`src/rtl/btb_pkg.sv`:
```
// ---------------------------------------------------------------------------
// btb_pkg
// Shared types and helpers for the btb_bht_assoc_v2 branch target buffer.
//   btb_state_t    : sweep / ready state encoding
//   sat_ctr_next   : saturating up/down counter step for any width
//   ctr_weak_taken : weakly-taken counter value for any width
// The per-entry struct is kept out of this package because its field widths
// depend on the top module's parameters.
// ---------------------------------------------------------------------------
package btb_pkg;

  typedef enum logic [0:0] {
    BTB_SWEEP = 1'b0,
    BTB_READY = 1'b1
  } btb_state_t;

  // Counter step: taken moves up, not-taken moves down, both clamp at the
  // ends of the range so a strongly biased branch never flips on wrap.
  function automatic logic [31:0] sat_ctr_next(input logic [31:0] ctr,
                                               input logic        taken,
                                               input int          width);
    logic [31:0] maxVal;
    maxVal = (32'd1 << width) - 32'd1;
    if (taken) begin
      return (ctr >= maxVal) ? maxVal : ctr + 32'd1;
    end
    return (ctr == 32'd0) ? 32'd0 : ctr - 32'd1;
  endfunction

  // Weakly taken = only the MSB set, so a fresh entry predicts taken but a
  // single not-taken outcome flips it.
  function automatic logic [31:0] ctr_weak_taken(input int width);
    return 32'd1 << (width - 1);
  endfunction

endpackage

```
`src/rtl/btb_plru_tree.sv`:
```
// ---------------------------------------------------------------------------
// btb_plru_tree
// Per-set tree pseudo-LRU state for a 2^NUM_WAY_BITS-way cache.
// Ports:
//   clk       : clock
//   touch     : mark touch_way of touch_set as most recently used
//   touch_set : set being touched
//   touch_way : way being touched
//   query_set : set whose replacement victim is reported
//   victim    : PLRU victim way of query_set (combinational)
//   clear     : reset the tree bits of clear_set (victim becomes way 0)
//   clear_set : set being cleared
// With NUM_WAY_BITS = 0 the cache is direct-mapped and the victim is way 0.
// ---------------------------------------------------------------------------
module btb_plru_tree #(
  parameter int NUM_WAY_BITS = 2,
  parameter int NUM_SET_BITS = 4
) (
  input  logic                                              clk,
  input  logic                                              touch,
  input  logic [NUM_SET_BITS-1:0]                           touch_set,
  input  logic [((NUM_WAY_BITS > 0) ? NUM_WAY_BITS : 1)-1:0] touch_way,
  input  logic [NUM_SET_BITS-1:0]                           query_set,
  output logic [((NUM_WAY_BITS > 0) ? NUM_WAY_BITS : 1)-1:0] victim,
  input  logic                                              clear,
  input  logic [NUM_SET_BITS-1:0]                           clear_set
);

  localparam int NUM_SETS = 1 << NUM_SET_BITS;

  generate
    if (NUM_WAY_BITS == 0) begin : g_direct
      logic w_unused;
      assign w_unused = ^{clk, touch, touch_set, touch_way, query_set, clear, clear_set};
      assign victim   = 1'b0;
    end else begin : g_tree
      localparam int NODES = (1 << NUM_WAY_BITS) - 1;

      // Heap-ordered node bits: node n has children 2n+1 (left) and 2n+2
      // (right). A bit of 0 sends the victim search left, 1 sends it right.
      logic [NODES-1:0]        r_tree [NUM_SETS];
      logic [NODES-1:0]        w_touchBits;
      logic [NUM_WAY_BITS-1:0] w_victim;

      // Walk the touched way's path and point every node on it away from
      // the touched way; nodes off the path keep their old value.
      always_comb begin
        logic [NUM_WAY_BITS-1:0] node;
        logic                    b;
        w_touchBits = r_tree[touch_set];
        node        = '0;
        for (int lvl = 0; lvl < NUM_WAY_BITS; lvl++) begin
          b                 = touch_way[NUM_WAY_BITS-1-lvl];
          w_touchBits[node] = ~b;
          node              = NUM_WAY_BITS'((32'(node) << 1) + 32'd1 + 32'(b));
        end
      end

      // Follow the node bits from the root; each bit taken is one victim bit.
      always_comb begin
        logic [NUM_WAY_BITS-1:0] node;
        logic                    b;
        w_victim = '0;
        node     = '0;
        for (int lvl = 0; lvl < NUM_WAY_BITS; lvl++) begin
          b                                = r_tree[query_set][node];
          w_victim[NUM_WAY_BITS-1-lvl]     = b;
          node                             = NUM_WAY_BITS'((32'(node) << 1) + 32'd1 + 32'(b));
        end
      end

      assign victim = w_victim;

      always_ff @(posedge clk) begin
        if (clear) begin
          r_tree[clear_set] <= '0;
        end else if (touch) begin
          r_tree[touch_set] <= w_touchBits;
        end
      end
    end
  endgenerate

endmodule

```
`src/rtl/btb_bht_assoc_v2.sv`:
```
// ---------------------------------------------------------------------------
// btb_bht_assoc_v2
// Set-associative branch target buffer with saturating-counter direction
// prediction, tree pseudo-LRU replacement and a set-by-set invalidate sweep
// after reset or flush.
// Ports:
//   clk, rst      : clock, synchronous active-high reset
//   flush         : restart the invalidate sweep (fence.i / context switch)
//   IF_PC         : fetch PC, looked up combinationally
//   hit           : IF_PC matches a valid entry
//   prediction    : predicted taken (always 1 for a jump entry)
//   target_out    : stored target of the hitting way
//   IF_is_jal     : hitting entry is an unconditional jump
//   ready         : sweep finished, lookups and updates enabled
//   MEM_PC        : PC of the resolved control-flow instruction
//   update        : MEM holds a resolved branch/JAL this cycle
//   branch_result : resolved taken
//   target_in     : resolved target
//   MEM_is_jal    : resolved instruction is a JAL
// Optional feature macro: BTB_GSHARE_EN replaces the per-entry counters with
// a global-history-xor-PC indexed pattern table.
// ---------------------------------------------------------------------------
module btb_bht_assoc_v2
  import btb_pkg::*;
#(
  parameter int NUM_SET_BITS = 4,
  parameter int NUM_WAY_BITS = 2,
  parameter int CTR_BITS     = 2,
  parameter int PHT_BITS     = 8
) (
  input  logic        clk,
  input  logic        rst,
  input  logic        flush,
  input  logic [31:0] IF_PC,
  output logic        hit,
  output logic        prediction,
  output logic [31:0] target_out,
  output logic        IF_is_jal,
  output logic        ready,
  input  logic [31:0] MEM_PC,
  input  logic        update,
  input  logic        branch_result,
  input  logic [31:0] target_in,
  input  logic        MEM_is_jal
);

  localparam int NUM_SETS = 1 << NUM_SET_BITS;
  localparam int NUM_WAYS = 1 << NUM_WAY_BITS;
  localparam int TAG_BITS = 30 - NUM_SET_BITS;
  localparam int WB       = (NUM_WAY_BITS > 0) ? NUM_WAY_BITS : 1;

  localparam logic [0:0]              S_SWEEP = 1'(BTB_SWEEP);
  localparam logic [0:0]              S_READY = 1'(BTB_READY);
  localparam logic [NUM_SET_BITS-1:0] SET_MAX = '1;

  // FSM and sweep pointer
  logic [0:0]              r_state;
  logic [NUM_SET_BITS-1:0] r_ptr;

  // Entry storage
  logic                r_valid  [NUM_SETS][NUM_WAYS];
  logic [TAG_BITS-1:0] r_tag    [NUM_SETS][NUM_WAYS];
  logic [31:0]         r_target [NUM_SETS][NUM_WAYS];
  logic                r_isJal  [NUM_SETS][NUM_WAYS];

  // Address split; PC[1:0] never takes part in indexing
  logic [NUM_SET_BITS-1:0] w_ifSet, w_memSet;
  logic [TAG_BITS-1:0]     w_ifTag, w_memTag;
  logic                    w_unused;

  assign w_ifSet  = IF_PC[NUM_SET_BITS+1:2];
  assign w_ifTag  = IF_PC[31:NUM_SET_BITS+2];
  assign w_memSet = MEM_PC[NUM_SET_BITS+1:2];
  assign w_memTag = MEM_PC[31:NUM_SET_BITS+2];
  assign w_unused = ^{IF_PC[1:0], MEM_PC[1:0]};

  logic          w_ready, w_sweep;
  logic          w_ifHit, w_memHit, w_invFound;
  logic [WB-1:0] w_ifWay, w_memHitWay, w_invWay, w_victim, w_updWay;
  logic          w_updEn, w_hitUpd, w_alloc, w_touch;
  logic          w_dirTaken;
  logic [CTR_BITS-1:0] w_ctrNext, w_ctrWeak;

  assign w_ready = (r_state == S_READY);
  assign w_sweep = (r_state == S_SWEEP);

  // Fetch-side tag match; allocation never duplicates a tag, so at most one
  // way can match and the loop order does not matter.
  always_comb begin
    w_ifHit = 1'b0;
    w_ifWay = '0;
    for (int w = 0; w < NUM_WAYS; w++) begin
      if (r_valid[w_ifSet][w] && (r_tag[w_ifSet][w] == w_ifTag)) begin
        w_ifHit = 1'b1;
        w_ifWay = WB'(w);
      end
    end
  end

  // MEM-side tag match plus the lowest-index invalid way (the downward loop
  // lets the lowest index overwrite any higher one).
  always_comb begin
    w_memHit    = 1'b0;
    w_memHitWay = '0;
    w_invFound  = 1'b0;
    w_invWay    = '0;
    for (int w = 0; w < NUM_WAYS; w++) begin
      if (r_valid[w_memSet][w] && (r_tag[w_memSet][w] == w_memTag)) begin
        w_memHit    = 1'b1;
        w_memHitWay = WB'(w);
      end
    end
    for (int w = NUM_WAYS - 1; w >= 0; w--) begin
      if (!r_valid[w_memSet][w]) begin
        w_invFound = 1'b1;
        w_invWay   = WB'(w);
      end
    end
  end

  // flush and rst both override an update arriving in the same cycle.
  assign w_updEn   = update & w_ready & ~flush & ~rst;
  assign w_hitUpd  = w_updEn & w_memHit;
  assign w_alloc   = w_updEn & ~w_memHit & (branch_result | MEM_is_jal);
  assign w_touch   = w_hitUpd | w_alloc;
  assign w_updWay  = w_memHit ? w_memHitWay : (w_invFound ? w_invWay : w_victim);
  assign w_ctrWeak = CTR_BITS'(ctr_weak_taken(CTR_BITS));

  btb_plru_tree #(
    .NUM_WAY_BITS (NUM_WAY_BITS),
    .NUM_SET_BITS (NUM_SET_BITS)
  ) u_plru (
    .clk       (clk),
    .touch     (w_touch),
    .touch_set (w_memSet),
    .touch_way (w_updWay),
    .query_set (w_memSet),
    .victim    (w_victim),
    .clear     (w_sweep),
    .clear_set (r_ptr)
  );

`ifdef BTB_GSHARE_EN
  localparam int PHT_SIZE  = 1 << PHT_BITS;
  localparam int PHT_GROUP = (PHT_SIZE > NUM_SETS) ? (PHT_SIZE / NUM_SETS) : 1;

  logic [PHT_BITS-1:0] r_ghr;
  logic [CTR_BITS-1:0] r_pht [PHT_SIZE];
  logic [PHT_BITS-1:0] w_ifPht, w_memPht;

  assign w_ifPht    = IF_PC[PHT_BITS+1:2] ^ r_ghr;
  assign w_memPht   = MEM_PC[PHT_BITS+1:2] ^ r_ghr;
  assign w_dirTaken = r_pht[w_ifPht][CTR_BITS-1];
  assign w_ctrNext  = CTR_BITS'(sat_ctr_next(32'(r_pht[w_memPht]), branch_result, CTR_BITS));

  // The sweep reinitialises one group of table rows per set cycle, so the
  // whole table is weakly taken by the time the sweep finishes. JAL updates
  // leave both history and table alone.
  always_ff @(posedge clk) begin
    if (w_sweep) begin
      r_ghr <= '0;
      for (int g = 0; g < PHT_GROUP; g++) begin
        if ((int'(r_ptr) * PHT_GROUP + g) < PHT_SIZE) begin
          r_pht[PHT_BITS'(int'(r_ptr) * PHT_GROUP + g)] <= w_ctrWeak;
        end
      end
    end else if (w_updEn && !MEM_is_jal) begin
      r_pht[w_memPht] <= w_ctrNext;
      r_ghr           <= PHT_BITS'({r_ghr, branch_result});
    end
  end
`else
  logic [CTR_BITS-1:0] r_ctr [NUM_SETS][NUM_WAYS];

  assign w_dirTaken = r_ctr[w_ifSet][w_ifWay][CTR_BITS-1];
  assign w_ctrNext  = CTR_BITS'(sat_ctr_next(32'(r_ctr[w_memSet][w_updWay]), branch_result, CTR_BITS));

  always_ff @(posedge clk) begin
    if (w_alloc) begin
      r_ctr[w_memSet][w_updWay] <= w_ctrWeak;
    end else if (w_hitUpd) begin
      r_ctr[w_memSet][w_updWay] <= w_ctrNext;
    end
  end
`endif

  // Outputs are forced to zero while sweeping; jumps always predict taken.
  assign ready      = w_ready;
  assign hit        = w_ready & w_ifHit;
  assign IF_is_jal  = hit & r_isJal[w_ifSet][w_ifWay];
  assign prediction = hit & (r_isJal[w_ifSet][w_ifWay] | w_dirTaken);
  assign target_out = hit ? r_target[w_ifSet][w_ifWay] : 32'd0;

  // Sweep state machine: one set per cycle, flush or rst restart at set 0.
  always_ff @(posedge clk) begin
    if (rst || flush) begin
      r_state <= S_SWEEP;
      r_ptr   <= '0;
    end else if (r_state == S_SWEEP) begin
      r_ptr <= r_ptr + 1'b1;
      if (r_ptr == SET_MAX) begin
        r_state <= S_READY;
      end
    end
  end

  // Valid bits: cleared by the sweep, set by allocation.
  always_ff @(posedge clk) begin
    if (w_sweep) begin
      for (int w = 0; w < NUM_WAYS; w++) begin
        r_valid[r_ptr][w] <= 1'b0;
      end
    end else if (w_alloc) begin
      r_valid[w_memSet][w_updWay] <= 1'b1;
    end
  end

  // Entry payload: a not-taken outcome keeps the old target so a loop exit
  // does not destroy the loop-back target.
  always_ff @(posedge clk) begin
    if (w_alloc) begin
      r_tag[w_memSet][w_updWay]    <= w_memTag;
      r_target[w_memSet][w_updWay] <= target_in;
      r_isJal[w_memSet][w_updWay]  <= MEM_is_jal;
    end else if (w_hitUpd) begin
      if (branch_result) begin
        r_target[w_memSet][w_updWay] <= target_in;
      end
      r_isJal[w_memSet][w_updWay] <= MEM_is_jal;
    end
  end

endmodule
```
`config.mk`:
```
export PLATFORM = sky130hd
export DESIGN_NAME = btb_bht_assoc_v2
export DESIGN_NICKNAME = d
export VERILOG_FILES = /design/src/rtl/btb_pkg.sv /design/src/rtl/btb_plru_tree.sv /design/src/rtl/btb_bht_assoc_v2.sv
export SDC_FILE = /design/constraint.sdc
export NUM_CORES = 2
export LEC_CHECK = 0
export BUFFER_PORTS_ARGS = -buffer_cell sky130_fd_sc_hd__buf_2
export CAP_MARGIN = 20
export CORE_MARGIN = 5
export CORE_UTILIZATION = 60
export DETAILED_ROUTE_END_ITERATION = 7
export PLACE_DENSITY_LB_ADDON = 0.15
export SYNTH_ARGS = -nofsm -noshare
export SYNTH_HDL_FRONTEND = slang
export SYNTH_SLANG_ARGS = --single-unit
export TNS_END_PERCENT = 10
```
`constraint.sdc`:
```
create_clock -name clk -period 9.4 [get_ports clk]
set_input_delay 1.88 -clock clk [delete_from_list [all_inputs] [get_ports clk]]
set_output_delay 1.88 -clock clk [all_outputs]
set_load 0.05 [all_outputs]
```
# Word level (Yosys, flattened, before mapping)
# Memory sizes are Yosys's and may differ from the RTL's.
# Index checks and enable logic that the tools add are counted.
# W data, S select, Z words.
# totals
regBits,5
ram_bits,4016
input_bits,102
out_inout_bits,36
wordCells,423
n_memories,6
# mem_list
memory,depth,word_bits,read_ports,rd_ports_with_merged_regs,wr,line,source
r_target,16,128,1,0,1,btb_bht_assoc_v2.sv:63,logic [31:0] r_target [NUM_SETS][NUM_WAYS];
r_tag,16,104,2,0,1,btb_bht_assoc_v2.sv:62,logic [TAG_BITS-1:0] r_tag [NUM_SETS][NUM_WAYS];
r_ctr,16,8,2,0,1,btb_bht_assoc_v2.sv:173,logic [CTR_BITS-1:0] r_ctr [NUM_SETS][NUM_WAYS];
r_isJal,16,4,1,0,1,btb_bht_assoc_v2.sv:64,logic r_isJal [NUM_SETS][NUM_WAYS];
r_valid,16,4,2,0,1,btb_bht_assoc_v2.sv:61,logic r_valid [NUM_SETS][NUM_WAYS];
u_plru.g_tree.r_tree,16,3,1,0,1,btb_plru_tree.sv:41,logic [NODES-1:0] r_tree [NUM_SETS];
# op_classes
n_addsub,5
order_cmp,7
eq_ne,9
mux,221
n_bitwise,159
n_reduce_logical,14
# op_table
operator,n
$mux W128,2
$eq A26 B26 Y1,8
$mux W1,173
$or A1 B1 Y1,143
$mux W32,4
$mux W104,1
$bmux W32 S2,1
$demux W32 S2,1
$demux W26 S2,1
$mux W2,19
$mux W4,7
$mux W26,1
$mux W8,2
$logic_and A1 B1 Y1,10
$and A1 B1 Y1,9
$bmux W2 S2,2
$ge A3 B3 Y1 const B,2
$lt A2 B3 Y1 const B,2
$not A2 Y3,2
$not A1 Y1,5
$add A1 B1 Y2 const A,2
$add A4 B1 Y4 const B,1
$bmux W1 S2,2
$demux W1 S2,2
13 further kinds,13

# Logic depth before layout (Yosys ltp)
# An unclocked memory read counts as a cell.
# depth
ltp_word,17
ltp_mapped,23
ltp_nobuf,13

# Hierarchy
# Synthesis repeated with hierarchy kept, for this count alone.
# unflattened
cells_unflattened,8207
area_unflattened_um2,173072.2
# by_module_without_submodules
module,n_inst,cells_per_inst,area_per_inst_um2,seq_area_each_um2
btb_bht_assoc_v2,1,8066,170721.2,119254.4
btb_plru_tree,1,141,2351.0,1441.4

# Least setup slack after synthesis
# OpenSTA, ideal clock, no wires.
# synth_timing
kind,in2out
startpoint,input port IF_PC[3]
endpoint,output port prediction
arrival_time_ns,7.471
required_ns,7.520
slack_ns,0.049
path_stages,13
n_path_buf,5
path_cell_list,buf_2 -> clkbuf_1 -> clkbuf_1 -> buf_1 -> buf_1 -> mux4_2 -> mux4_2 -> xor2_1 -> nor4_1 -> nand4_1 -> a31oi_1 -> inv_1 -> a311oi_1
# synth_between
elab_cells_between_ends,29
classes_between,eq/ne (4); mux (13); bitwise (4); reduce/logical (4); memory (4)
# synth_lines
element,line,source
start: declaration,btb_bht_assoc_v2.sv:34,"input logic [31:0] IF_PC,"
$mem_v2 Z16 W104,--,
$eq A26 B26 Y1,btb_bht_assoc_v2.sv:93,if (r_valid[w_ifSet][w] && (r_tag[w_ifSet][w] == w_ifTag)) begin
$logic_and A1 B1 Y1,btb_bht_assoc_v2.sv:93,
$mux W1 (3 in a row),btb_bht_assoc_v2.sv:93,
$mux W1 (*),btb_bht_assoc_v2.sv:93,
$and A1 B1 Y1 (*),btb_bht_assoc_v2.sv:189,assign hit = w_ready & w_ifHit;
via hit,btb_bht_assoc_v2.sv:35,"output logic hit,"
$and A1 B1 Y1 (*),btb_bht_assoc_v2.sv:191,assign prediction = hit & (r_isJal[w_ifSet][w_ifWay] | w_dirTaken);
end: declaration,btb_bht_assoc_v2.sv:36,"output logic prediction,"
# Mark *: on every way through the listed nets, which the timed path passes. The rest lies on a longest branch. The select of a mux whose other input is x is not followed.

# Worst setup path in the final report
# layout_timing
startpoint,input port IF_PC[2]
endpoint,output port target_out[10]
# layout_between
elab_chain_len,11
elab_cells_between_ends,24
classes_between,eq/ne (4); mux (11); bitwise (2); reduce/logical (4); memory (3)
# layout_lines
element,line,source
$mem_v2 Z16 W104,--,
$eq A26 B26 Y1,btb_bht_assoc_v2.sv:93,
$logic_and A1 B1 Y1,btb_bht_assoc_v2.sv:93,
$mux W1,btb_bht_assoc_v2.sv:93,
$mux W2 (2 in a row),btb_bht_assoc_v2.sv:93,
$not A2 Y3 (implied by the code),btb_bht_assoc_v2.sv:192,assign target_out = hit ? r_target[w_ifSet][w_ifWay] : 32'd0;
$bmux W32 S2,btb_bht_assoc_v2.sv:192,
$mux W32 (implied by the code) (2 in a row),btb_bht_assoc_v2.sv:192,
$mux W32 (*),btb_bht_assoc_v2.sv:192,
end: declaration,btb_bht_assoc_v2.sv:37,"output logic [31:0] target_out,"
# Every way passes the cells marked *; elsewhere a longest branch is shown, timed or not. The select of a mux whose other input is x is not followed.

==> impl_results.md <==
* Cell row count at 197
* Synth unique cells at 99
* Die area at between 0.2 and 0.3 sq mm
* Congestion Overflow GR at 0
* Iter 0 DRT Violations at 13,900
* Number of antenna violations at the first check in global routing at 27
* Post-synthesis mux area share at 22.9%
* DR DRC count at 3
* Vias at about 93,000
* Synth top area share at 69.8%
* Crit path buffers/inverters at 6
* Post-route minimum period at 9.07 ns
* Fraction of layout cells with a size suffix above 1 at 32.6%
* Cells after DPL at 12,000
* Core Area at 0.287 sq mm
* FF-to-FF End: r_target[14][12]
* Sequential share of the synthesized area at 69.8%
* Adder-cell share of the synthesized area at less than 1%
* Hold/Removal Path Class: reg -> reg
* Avg WL per Cell at 39.5 um
* Hold buffers post-CTS at 0
* Cell Area, Synth at 0.173 sq mm
* Port Buffers at roughly 130
* Clock Skew at 0.0970 ns
* Post-DP HPWL at 290 mm
* Worst setup path class: in -> out
* Compound-Gate Fraction of Synth Area at 2.09%
* Mapped Nets at 8,309
* Slew Limit Fails at 0
* Vias/cell at 7.29
* Post-Synth XOR/XNOR Area at under 10%
* Worst slew margin at a little under a fifth
* Area delta synth->final at 12.6%
* Hold_sp: r_ptr[3]
* Setup slack, reg-to-reg at ~3.3 ns
* Placer Congestion at between 0.9 and 1
* Post-Synth Simple-Gate Area at under 10%
* CTS tree: built
* Reg-to-Reg Start: r_tag[7][101]
* Setup violations, final at 0
* Largest family of logic cells by synthesized area: multiplexers
* Area after DPL at 0.181 sq mm
* Failing checks: DRC
* Crit Path Max Fanout at approximately 50
* Vias in the first global route at 93,800
* Max Cap Viol at 0
* Clock Latency Late Sink at roughly 1 ns
* Multi-input gate area at roughly 0.050 sq mm
* First-pass GRT wire length at 706 mm
* PD cells at 196 mW/mm^2
* # fillers at 17,900
* Most frequent cell after synthesis: edfxtp_1
* Global Route Usage Sum at 33.5%
* Initial Util at 60.1%
* Worst Max-Slew Pin Slew at about 1.2 ns
* CP arrival at roughly 7.2 ns
* Finished Layout Cells at 12,700
* Syn Inst Count at between 8,000 and 9,000
* Critical path startpoint category: input pin
* Cell mode on critical path: buf_12
* Routed WL at 503 mm
* CTS Buffer Depth at 4
* Total Power at between 30 and 40 mW
* Fin area at about 0.19 sq mm
* Total Neg Setup Slack at 0 ns
* RSZ-0062 raised after global routing: no
* Worst Hold Depth at 2
* Hold Crit Endpoint: ready
* CTS Buf Count at 402
* VDD IR max at 0.000178 V
* CP required at about 7.5 ns
* Die Wd at 547 um
* Final Hold Vio Count at 0
* Pin count of the biggest net entering global routing at between 100 and 150
* Crit-path slowest cell: mux4_2
* Slowest stage delay, CP at 0.55 ns
* Final period utilization at 96.5%
* CTS H-tree depth at 5
* CP cell instances: buf_12 > buf_4 > mux4_2 > mux4_2 > xnor2_1 > nand4_1 > nor4_1 > nand3_1 > buf_4 > o21ai_4 > buf_12 > buf_12 > mux2i_1 > mux2i_1 > o211ai_1 > o211a_1 > buf_12
* Synthesis-stage register bit count at 4,021
* Area contributors post-synth: edfxtp_1 (70%), mux4_2 (20%), mux2i_1 (2.3%)
* CTS Root Cell: clkbuf_16
* Status: finished, violations left
* Sink Count at 4,021
* CP delay by family, top: buffers and inverters
* Leak at 61.3 nW
* Most used flip-flop cell after synthesis: edfxtp_1
* Commonest cells in the synthesized netlist: edfxtp_1 (4,016), mux4_2 (1,536), mux2i_1 (402)
* Number of routed nets with antenna violations at 0
* Chip Height at 547 um
* Register area at between 0.1 and 0.15 sq mm
* Fmax at 110 MHz
* CTS clk-pin slew, worst paths at about 0.06 ns
* EDFF count, synth at 4,016
* Synth warn at 0
* CTS resizes at 0
* Boundary Pins at about 140
* Post-Syn Area per Cell at between 20 and 25 sq um
* Post-synth top area cell: edfxtp_1
* Final #Nets at 8,705
* Post-CTS setup repair buffer count at 0
* First drt pass iteration count at 8
* Crit. End Element: output port
* Worst reg-to-reg path cell count at 13
* Post-synth ARST share at 0%
[worst register-to-register path: stages, from the launching register on]
cell and delay (ns):
edfxtp_1 0.40, mux4_4 0.62, mux4_2 0.51, xnor2_1 0.30, o211ai_1 0.19, or4_1 0.83
or3_4 0.53, nand4_2 0.14, o31ai_2 0.12, nand2b_1 0.18, buf_4 0.20, or2_2 0.65
nor2_4 0.77, buf_12 0.32
[power breakdown]
| part | switching (mW) | internal, mW | leakage [nW] |
|---|---|---|---|
| clock network | 6.89 | 9.01 | 6.29 |
| registers | 0.00313 | 19.7 | 36.3 |
| logic | 1.47 | 0.964 | 18.7 |
| total | 8.37 | 29.7 | 61.3 |
[area by class of cell]
type | count | area share, %
inverter | 36 | 0.0720
antenna | 13 | 0.0167
clock buffer | 482 | 5.34
tap | 3781 | 2.43
clock inverter | 257 | 1.34
multi-input combinational | 3576 | 25.7
timing repair buffer | 565 | 3.04
sequential | 4021 | 62.0
[per-layer routing]
metal | up-vias | global-route usage [%] | routed length (um)
met4 | 6 | 17.8 | 33500
met1 | 48900 | 44.3 | 173000
li1 | 35800 | - | -
met3 | 1491 | 7.55 | 56700
met2 | 6713 | 52.9 | 240000
met5 | - | 0 | 39
[how the worst max path moves through the flow]
| stage | to | cells past startpoint | start | slack (ns) |
|---|---|---|---|---|
| after global placement | target_out[10] | 17 | IF_PC[2] | 0.45 |
| after global routing | target_out[10] | 17 | IF_PC[2] | 0.21 |
| final | target_out[10] | 17 | IF_PC[2] | 0.33 |
| after detailed placement | target_out[10] | 17 | IF_PC[2] | 0.40 |
| after floorplan | prediction | 13 | IF_PC[3] | 0.05 |
| after CTS | target_out[10] | 17 | IF_PC[2] | 0.36 |
[kinds of logic (layout without fill, tap and decap cells)]
family,count (synthesis),after routing
flip-flops,4021,4021
adder cells (fa/ha/maj),3,3
other,0,13
AO/OA/AOI/OAI,520,520
buffers and inverters,609,1340
AND/OR/NAND/NOR,805,805
multiplexers,2012,2012
XOR/XNOR,236,236
[per-stage QoR]
| stage | util [%] | hold WS, ns | setup slack [ns] |
|---|---|---|---|
| 2_1_floorplan | - | 0.612 | 0.0490 |
| 3_3_place_gp | 63.1 | 0.611 | 0.450 |
| 3_5_place_dp | 63.1 | 0.616 | 0.399 |
| 4_1_cts | 67.6 | 0.629 | 0.360 |
| 5_1_grt | 67.7 | 0.648 | 0.213 |
| 6_report | 67.7 | 0.640 | 0.334 |
[sequential cells by signal, summed over array words and instances (netlist names)]
register	count
r_target	2048
r_ctr	128
r_ptr	4
r_isJal	64
ready	1
u_plru.g_tree.r_tree	48
r_valid	64
r_tag	1664
[placed cells by master (no fill, tap or decap), drive strengths merged, types with 67 or more instances in the layout]
cell,count
a21oi,130
nor2b,69
clkbuf,482
nor2,401
nand2,138
mux2i,402
edfxtp,4016
clkinv,196
buf,565
xnor2,186
mux2,67
a211oi,69
mux4,1543
(Power assumes the default switching activity.)
